### config.mk
export PLATFORM = sky130hd
export DESIGN_NAME = quadenc_counter
export DESIGN_NICKNAME = d
export VERILOG_FILES = /design/src/rtl/quadenc_pkg.sv /design/src/rtl/quadenc_counter_debounce.sv /design/src/rtl/quadenc_counter.sv
export SDC_FILE = /design/constraint.sdc
export NUM_CORES = 1
export LEC_CHECK = 0
export CAP_MARGIN = 20
export CORE_MARGIN = 10
export CORE_UTILIZATION = 40
export CTS_BUF_LIST = sky130_fd_sc_hd__clkbuf_4
export CTS_CLUSTER_SIZE = 25
export DETAILED_ROUTE_END_ITERATION = 6
export RECOVER_POWER = 100
export SYNTH_ARGS = -nofsm -noshare
export SYNTH_HDL_FRONTEND = slang
export SYNTH_SLANG_ARGS = --single-unit
export TNS_END_PERCENT = 50
### constraint.sdc
create_clock -name clk_in -period 2.7 [get_ports clk_in]
set_input_delay 0.81 -clock clk_in [delete_from_list [all_inputs] [get_ports clk_in]]
set_output_delay 0.81 -clock clk_in [all_outputs]
set_load 0.02 [all_outputs]
### src/rtl/quadenc_pkg.sv
// quadenc_pkg: shared state constants, decode modes and step classification.
package quadenc_pkg;
  localparam logic [1:0] QE_S00 = 2'b00, QE_S01 = 2'b01, QE_S11 = 2'b11, QE_S10 = 2'b10;
  localparam int QE_X1 = 1, QE_X2 = 2, QE_X4 = 4;
  typedef enum logic [1:0] {STEP_NONE, STEP_CW, STEP_ACW, STEP_ERR} step_e;
  // Returns the counted direction of a prev->cur move; legal moves the mode skips give STEP_NONE.
  function automatic step_e qe_decode(input logic [1:0] prev, input logic [1:0] cur, input int mode);
    logic lo, hi, cnt;
    lo = (prev == QE_S00 || prev == QE_S01) && (cur == QE_S00 || cur == QE_S01);
    hi = (prev == QE_S11 || prev == QE_S10) && (cur == QE_S11 || cur == QE_S10);
    cnt = mode == QE_X4 || (mode == QE_X2 && (lo || hi)) || (mode == QE_X1 && lo);
    if (cur == prev) return STEP_NONE;
    if (cur == {prev[0], ~prev[1]}) return cnt ? STEP_CW : STEP_NONE;
    if (cur == {~prev[0], prev[1]}) return cnt ? STEP_ACW : STEP_NONE;
    return STEP_ERR;
  endfunction
endpackage

### src/rtl/quadenc_counter_debounce.sv
// quadenc_debounce: 2-FF synchroniser plus DEB_LEN stable-level filter for one pin.
module quadenc_debounce #(
  parameter int DEB_LEN = 8
) (
  input  logic clk_in,
  input  logic rst_in,
  input  logic d_i,
  output logic q_o
);
  logic [1:0] sync_q;
  logic [DEB_LEN-1:0] sh_q;
  logic q_q;
  always_ff @(posedge clk_in) begin
    if (rst_in) begin
      sync_q <= '0;
      sh_q <= '0;
      q_q <= 1'b0;
    end else begin
      sync_q <= {sync_q[0], d_i};
      sh_q <= {sh_q[DEB_LEN-2:0], sync_q[1]};
      q_q <= &sh_q ? 1'b1 : ~|sh_q ? 1'b0 : q_q;
    end
  end
  assign q_o = q_q;
endmodule

### src/rtl/quadenc_counter.sv
// quadenc_counter: debounced quadrature decoder with signed position, index and error detection.
module quadenc_counter
  import quadenc_pkg::*;
#(
  parameter int DEB_LEN  = 8,
  parameter int POS_W    = 16,
  parameter int DEC_MODE = 4,
  parameter int WRAP     = 1,
  parameter int IDX_CLR  = 1
) (
  input  logic                    clk_in,
  input  logic                    rst_in,
  input  logic                    a_in,
  input  logic                    b_in,
  input  logic                    c_in,
  input  logic                    clr_in,
  output logic                    cw_out,
  output logic                    acw_out,
  output logic                    idx_out,
  output logic                    err_out,
  output logic                    err_flag_out,
  output logic signed [POS_W-1:0] pos_out
);
  localparam logic signed [POS_W-1:0] POS_MAX = {1'b0, {(POS_W-1){1'b1}}};
  localparam logic signed [POS_W-1:0] POS_MIN = {1'b1, {(POS_W-1){1'b0}}};
  logic a_v, b_v, c_v, idx_rise;
  logic [1:0] prev_q;
  logic c_prev_q, cw_q, acw_q, idx_q, err_q, flag_q;
  logic signed [POS_W-1:0] pos_q, pos_d;
  step_e step;
  quadenc_debounce #(.DEB_LEN(DEB_LEN)) u_deb_a (.clk_in(clk_in), .rst_in(rst_in), .d_i(a_in), .q_o(a_v));
  quadenc_debounce #(.DEB_LEN(DEB_LEN)) u_deb_b (.clk_in(clk_in), .rst_in(rst_in), .d_i(b_in), .q_o(b_v));
  quadenc_debounce #(.DEB_LEN(DEB_LEN)) u_deb_c (.clk_in(clk_in), .rst_in(rst_in), .d_i(c_in), .q_o(c_v));
  // Clears win over counting, so a step on a clear edge is pulsed but leaves pos at 0.
  always_comb begin
    step = qe_decode(prev_q, {a_v, b_v}, DEC_MODE);
    idx_rise = c_v & ~c_prev_q;
    pos_d = (clr_in || (IDX_CLR != 0 && idx_rise)) ? '0 :
            step == STEP_CW  ? ((WRAP == 0 && pos_q == POS_MAX) ? pos_q : pos_q + 1'b1) :
            step == STEP_ACW ? ((WRAP == 0 && pos_q == POS_MIN) ? pos_q : pos_q - 1'b1) :
            pos_q;
  end
  always_ff @(posedge clk_in) begin
    if (rst_in) begin
      prev_q <= '0;
      c_prev_q <= 1'b0;
      cw_q <= 1'b0;
      acw_q <= 1'b0;
      idx_q <= 1'b0;
      err_q <= 1'b0;
      flag_q <= 1'b0;
      pos_q <= '0;
    end else begin
      prev_q <= {a_v, b_v};
      c_prev_q <= c_v;
      cw_q <= step == STEP_CW;
      acw_q <= step == STEP_ACW;
      idx_q <= idx_rise;
      err_q <= step == STEP_ERR;
      flag_q <= clr_in ? 1'b0 : flag_q | (step == STEP_ERR);
      pos_q <= pos_d;
    end
  end
  assign cw_out = cw_q;
  assign acw_out = acw_q;
  assign idx_out = idx_q;
  assign err_out = err_q;
  assign err_flag_out = flag_q;
  assign pos_out = pos_q;
endmodule

-- After elaboration in Yosys (flattened, before gate mapping)
Index checks and enable logic that the tools add are counted.
- flip-flop bits (word level): 57
- bits of input ports: 6
- output and inout bits: 21
- word-level logic and storage cells: 63
- $add $sub $neg: 2
- eq/ne operators: 9
- mux-type cells: 20
- bitwise logic cells: 5
- reduce and logical (&&, ||, !) cells: 10
- operator list (kind ; number):
    2-to-1 mux 16 bit ; 2
    AND reduction 8 bit ; 3
    OR reduction 8 bit ; 3
    adder 16 x 1 -> 16 bit, second input constant ; 1
    subtractor 16 x 1 -> 16 bit, second input constant ; 1
    2-to-1 mux 1 bit ; 12
    2-to-1 mux 2 bit ; 6
    equality test 2 bit ; 3
    inequality test 2 x 1 -> 1 bit, second input constant ; 3
    equality test 2 bit, second input constant ; 2
    OR reduction 2 bit ; 2
    inverter 1 bit ; 3
    equality test 2 x 1 -> 1 bit, second input constant ; 1
    nonzero test 2 bit ; 1
    AND 1 bit ; 1
    logical OR 1 bit ; 1
    OR 1 bit ; 1

-- Depth between registers and ports, before layout
- word-level depth: 12
- mapped depth: 14

-- Cells and area by module
A second synthesis with hierarchy kept.
- cell total of the unflattened synthesis: 296
- area total of the unflattened synthesis: 2731.4 sq um
- by module, submodules not included (module ; times used ; cells each ; area each (sq um)):
    quadenc_counter ; 1 ; 209 ; 1699.1
    quadenc_debounce ; 3 ; 29 ; 344.1

-- Least setup slack after synthesis
OpenSTA, ideal clock, no wires.
- path type: register -> register
- start: register u_deb_a.q_q, in the netlist u_deb_a.q_o
- end: register pos_q[14], in the netlist pos_out[14]
- arrival: 2.692 ns
- data required time: 2.570 ns
- slack: -0.123 ns
- stages on the path, launching flop included: 13
- period minus slack after synthesis: 2.823 ns
- path through: dfxtp_1 > mux2i_1 > o21a_1 > inv_1 > ha_1 > inv_1 > ha_1 > a21o_1 > o21bai_1 > a221o_1 > a21oi_1 > o311a_1 > o22ai_1
- longest elaborated chain between the ends: 9
- elaborated cells between the ends (all ways): 18
- those cells by class: eq/ne: 5; mux: 12; reduce/logical: 1
- ends and longest elaborated chain (what ; line ; RTL):
    from (decl) ; quadenc_counter_debounce.sv:12 ; logic q_q;
    from (signal assigned) ; quadenc_counter_debounce.sv:21 ; q_q <= &sh_q ? 1'b1 : ~|sh_q ? 1'b0 : q_q;
    equality test 2 bit ; quadenc_pkg.sv:14 ; if (cur == {~prev[0], prev[1]}) return cnt ? STEP_ACW : STEP_NONE;
    2-to-1 mux 1 bit (2 in a row) ; quadenc_pkg.sv:14 ;
    2-to-1 mux 1 bit ; quadenc_pkg.sv:13 ; if (cur == {prev[0], ~prev[1]}) return cnt ? STEP_CW : STEP_NONE;
    2-to-1 mux 2 bit ; quadenc_pkg.sv:15 ; return STEP_ERR;
    2-to-1 mux 2 bit ; quadenc_pkg.sv:14 ;
    2-to-1 mux 2 bit (*) ; quadenc_pkg.sv:13 ;
    equality test 2 x 1 -> 1 bit / equality test 2 bit (equally long branches) ; quadenc_counter.sv:39, quadenc_counter.sv:40 ;
    2-to-1 mux 16 bit / nonzero test 2 bit (equally long branches) ; -- ;
    to (signal assigned) ; quadenc_counter.sv:61 ; pos_q <= pos_d;
    to (decl) ; quadenc_counter.sv:29 ; logic signed [POS_W-1:0] pos_q, pos_d;
Mark *: on every way between the ends. The rest lies on a longest branch, timed or not. The select of a mux whose other input is x is not followed.
A chain may end at the register's enable or synchronous reset.

-- Worst setup path in the final report
Same ends and word-level chain as after synthesis.

==> qor.csv <==
stage;metric;value;unit
hold_path;hp-class;register to register;
placed_design;post_dp_cell_area;0.00327;sq mm
logic_synthesis;ys_ff_latch;57;
timing;rsz0062_at_grt;yes;
placed_design;post-dp-hpwl;4.45;mm
final_layout;area_delta_synth_final;32.0;%
floorplan;io_pins;27;
detailed_routing;wl;6.09;mm
final_layout;design_area;0.00350;sq mm
final_layout;final_common_cell;dfxtp_1;
run;cap_violations;0;
clock_network;cts_root_buf;clkbuf_4;
logic_synthesis;synth_area;0.00266;sq mm
hold_path;whs_path_depth;1;
critical_path;r2r.worst_path.cells;13;
critical_path;required;2980;ps
clock_network;h-tree-depth;3;
critical_path;crit_fanout;11;
global_routing;first_global_vias;2284;
timing;tns;0;ps
power_and_ir_drop;internal_power;1.24;mW
critical_path;r2r_end;pos_out[14];
timing;fmax;0.370;GHz
logic_synthesis;async_flop_share;0;%
placed_design;io_buffers;26;
clock_network;clock-sinks;57;
detailed_routing;viasPerCell;5.16;
global_routing;antenna_found_initial;0;
clock_network;cts_tree;built;
detailed_routing;drt_iter0_drc;75;
global_routing;grt_max_degree;37;
critical_path;r2r_slack;0.2;ps
critical_path;critical_path_class;register to register;
logic_synthesis;yosysUniqueCellTypes;49;
logic_synthesis;synth_warnings;0;
detailed_routing;num_vias;2234;
timing;period_needed;2700;ps
floorplan;core;0.00639;sq mm
hold_path;min_from;u_deb_b.sync_q[1];
power_and_ir_drop;powerDensity;458;mW/mm^2
outcome;status;complete, no violations;
timing;max_slew_margin;22.0;%
power_and_ir_drop;p_leak;1.49;nW
final_layout;n_antenna_cell;0;
clock_network;clock_latency;400;ps
timing;finalClockSkew;17.3;ps
global_routing;grt_overflow;0;
clock_network;cts_buffers;9;
logic_synthesis;ys_seq_area_share;43.0;%
timing;slew_violations;0;
floorplan;die_area;0.0103;sq mm
final_layout;most-common-layout-cells;56 x dfxtp_1, 35 x nor2b_1, 27 x nand2_1;
placed_design;finalWeightedCongestion;0.887;
final_layout;drive_above_1_share;18.8;%
timing;fin_crit_sh;100;%
final_layout;fin_nets;375;
timing;hold_ws;443;ps
critical_path;crit_path_end_kind;register;
power_and_ir_drop;ir_worst_vdd;0.413;mV
power_and_ir_drop;p_total;1.60;mW
critical_path;r2r_start;u_deb_a.q_o;
timing;worstMarginPinSlew;1170;ps
detailed_routing;ant_nets;0;
hold_path;holdPathEnd;u_deb_b.sh_q[0];
global_routing;grt_first_pass_wirelength;10.7;mm
clock_network;clkSlewWorstSetupHoldPaths;100;ps
floorplan;die_x;101;um
floorplan;num_rows;29;
timing;setup_viol;0;
clock_network;clock_path_buffers;2;
logic_synthesis;syn_area_per_cell;8.94;sq um
logic_synthesis;synth_cells;297;
power_and_ir_drop;switchingPower;367;uW
floorplan;die-height;101;um
critical_path;start_kind;register;
logic_synthesis;synth_edf_count;0;
power_and_ir_drop;switching_share;22.8;%
detailed_routing;wire_per_inst;14.1;um
global_routing;gr-usage-all-layers;12.7;%
power_and_ir_drop;pwr-share-seq;52.9;%
timing;hold_viol_final;0;
critical_path;cp_data_arrival_time;2980;ps
power_and_ir_drop;combPwrFrac;2.1;%
logic_synthesis;syn-num-nets;321;
detailed_routing;drcViolationCount;0;
clock_network;hold_buffers;0;
floorplan;start_util;41.6;%
detailed_routing;drt-pass1-iter-count;4;
power_and_ir_drop;power_frac_clock;45.0;%
logic_synthesis;dominantRegCellSynth;dfxtp_1;
==> logic make-up (layout without fill, tap and decap cells) <==
group	after synthesis	in the layout	synth area share, %
adder cells (fa/ha/maj)	18	18	8.77
AO/OA/AOI/OAI	76	76	18.8
buffers and inverters	21	80	3.06
flip-flops	57	57	43.0
AND/OR/NAND/NOR	115	115	23.0
multiplexers	2	2	0.754
XOR/XNOR	8	8	2.64
==> repair_timing <==
item / 4_1_cts / 5_1_grt
pin swaps: 4 / 7
setup endpoints to repair: 7 / 9
setup buffers: 0 / 2
resized for setup: 6 / 8
==> metal layers <==
layer / up-vias / GRT usage [%] / routed length (um)
li1: 1163 / - / -
met1: 1032 / 15.3 / 2820
met2: 30 / 20.5 / 2920
met3: 9 / 3.74 / 245
met4: 0 / 5.57 / 105
met5: - / 0 / 0
==> worst max-delay path, cell delays in order, from the launching register on <==
cell and delay, ps:
dfxtp_4 380, mux2i_1 200, o21a_1 170, inv_2 60, ha_4 160, clkinvlp_4 80
buf_12 160, ha_4 220, a21o_1 180, o21bai_1 160, a221o_1 310, a21oi_1 240
o311a_1 200, o22ai_1 70
==> stage by stage <==
| step | utilization, % | worst slack (ps) | instances |
|---|---|---|---|
| floorplan | - | -41.9 | 297 |
| global placement | 51.2 | -75.0 | 415 |
| detailed placement | 51.2 | -87.7 | 415 |
| CTS | 54.1 | -9.32 | 431 |
| global route | 54.9 | -223 | 433 |
| finish | 54.9 | 0.181 | 433 |
==> registers in the layout, summed over array words and instances, names as in the netlist <==
signal          count
pos_out            16
u_deb_a.sh_q        8
u_deb_b.sh_q        8
u_deb_c.sh_q        8
prev_q              2
u_deb_a.sync_q      2
u_deb_b.sync_q      2
u_deb_c.sync_q      2
acw_out             1
c_prev_q            1
cw_out              1
err_flag_out        1
err_out             1
idx_out             1
u_deb_a.q_o         1
u_deb_b.q_o         1
u_deb_c.q_o         1
==> Yosys cell counts, drive strengths merged (3+ instances only) <==
| cell type | n | share of area (%) |
|---|---|---|
| nand2b | 4 | 0.94 |
| nor2 | 16 | 2.5 |
| xnor2 | 4 | 1.3 |
| nand4 | 4 | 0.94 |
| o21ai | 20 | 3.9 |
| a21oi | 25 | 4.9 |
| clkbuf | 7 | 1.0 |
| dfxtp | 57 | 43 |
| nand2 | 27 | 3.8 |
| or4 | 3 | 0.85 |
| inv | 12 | 1.7 |
| o21a | 4 | 1.1 |
| nor2b | 35 | 8.2 |
| o211ai | 4 | 1.1 |
| nor4 | 3 | 0.71 |
| ha | 17 | 8.0 |
| xor2 | 4 | 1.3 |
| nor3 | 4 | 0.75 |
| a211oi | 4 | 1.5 |
| o21bai | 3 | 0.85 |
| and2 | 3 | 0.71 |
| nand3 | 10 | 1.9 |
==> area by class of cell <==
| class | count | area [sq um] |
|---|---|---|
| Multi-Input combinational cell | 219 | 1590 |
| Clock buffer | 9 | 67.6 |
| Timing Repair Buffer | 51 | 462 |
| Inverter | 13 | 52.6 |
| Sequential cell | 57 | 1140 |
| Clock inverter | 7 | 95.1 |
| Tap cell | 77 | 96.3 |
| Fill cell | 602 | 2880 |
==> power by group through the flow <==
stage,Combinational [mW],Clock (mW),Sequential [mW]
2_1_floorplan,0.0198,0,0.868
3_3_place_gp,0.0372,0,0.869
3_5_place_dp,0.0371,0,0.869
4_1_cts,0.0372,0.739,0.849
5_1_grt,0.0388,0.781,0.850
6_report,0.0342,0.721,0.849
==> how the worst max path moves through the flow <==
stage | start | end | slack (ps) | depth (start not counted)
after floorplan | u_deb_a.q_o | pos_out[10] | -40 | 13
after global placement | u_deb_a.q_o | pos_out[11] | -80 | 14
after detailed placement | u_deb_a.q_o | pos_out[9] | -90 | 14
after CTS | u_deb_a.q_o | pos_out[15] | -9 | 13
after global routing | u_deb_a.q_o | pos_out[15] | -220 | 13
final | u_deb_a.q_o | pos_out[14] | 0.2 | 13
Power figures use the tool's default switching activity.
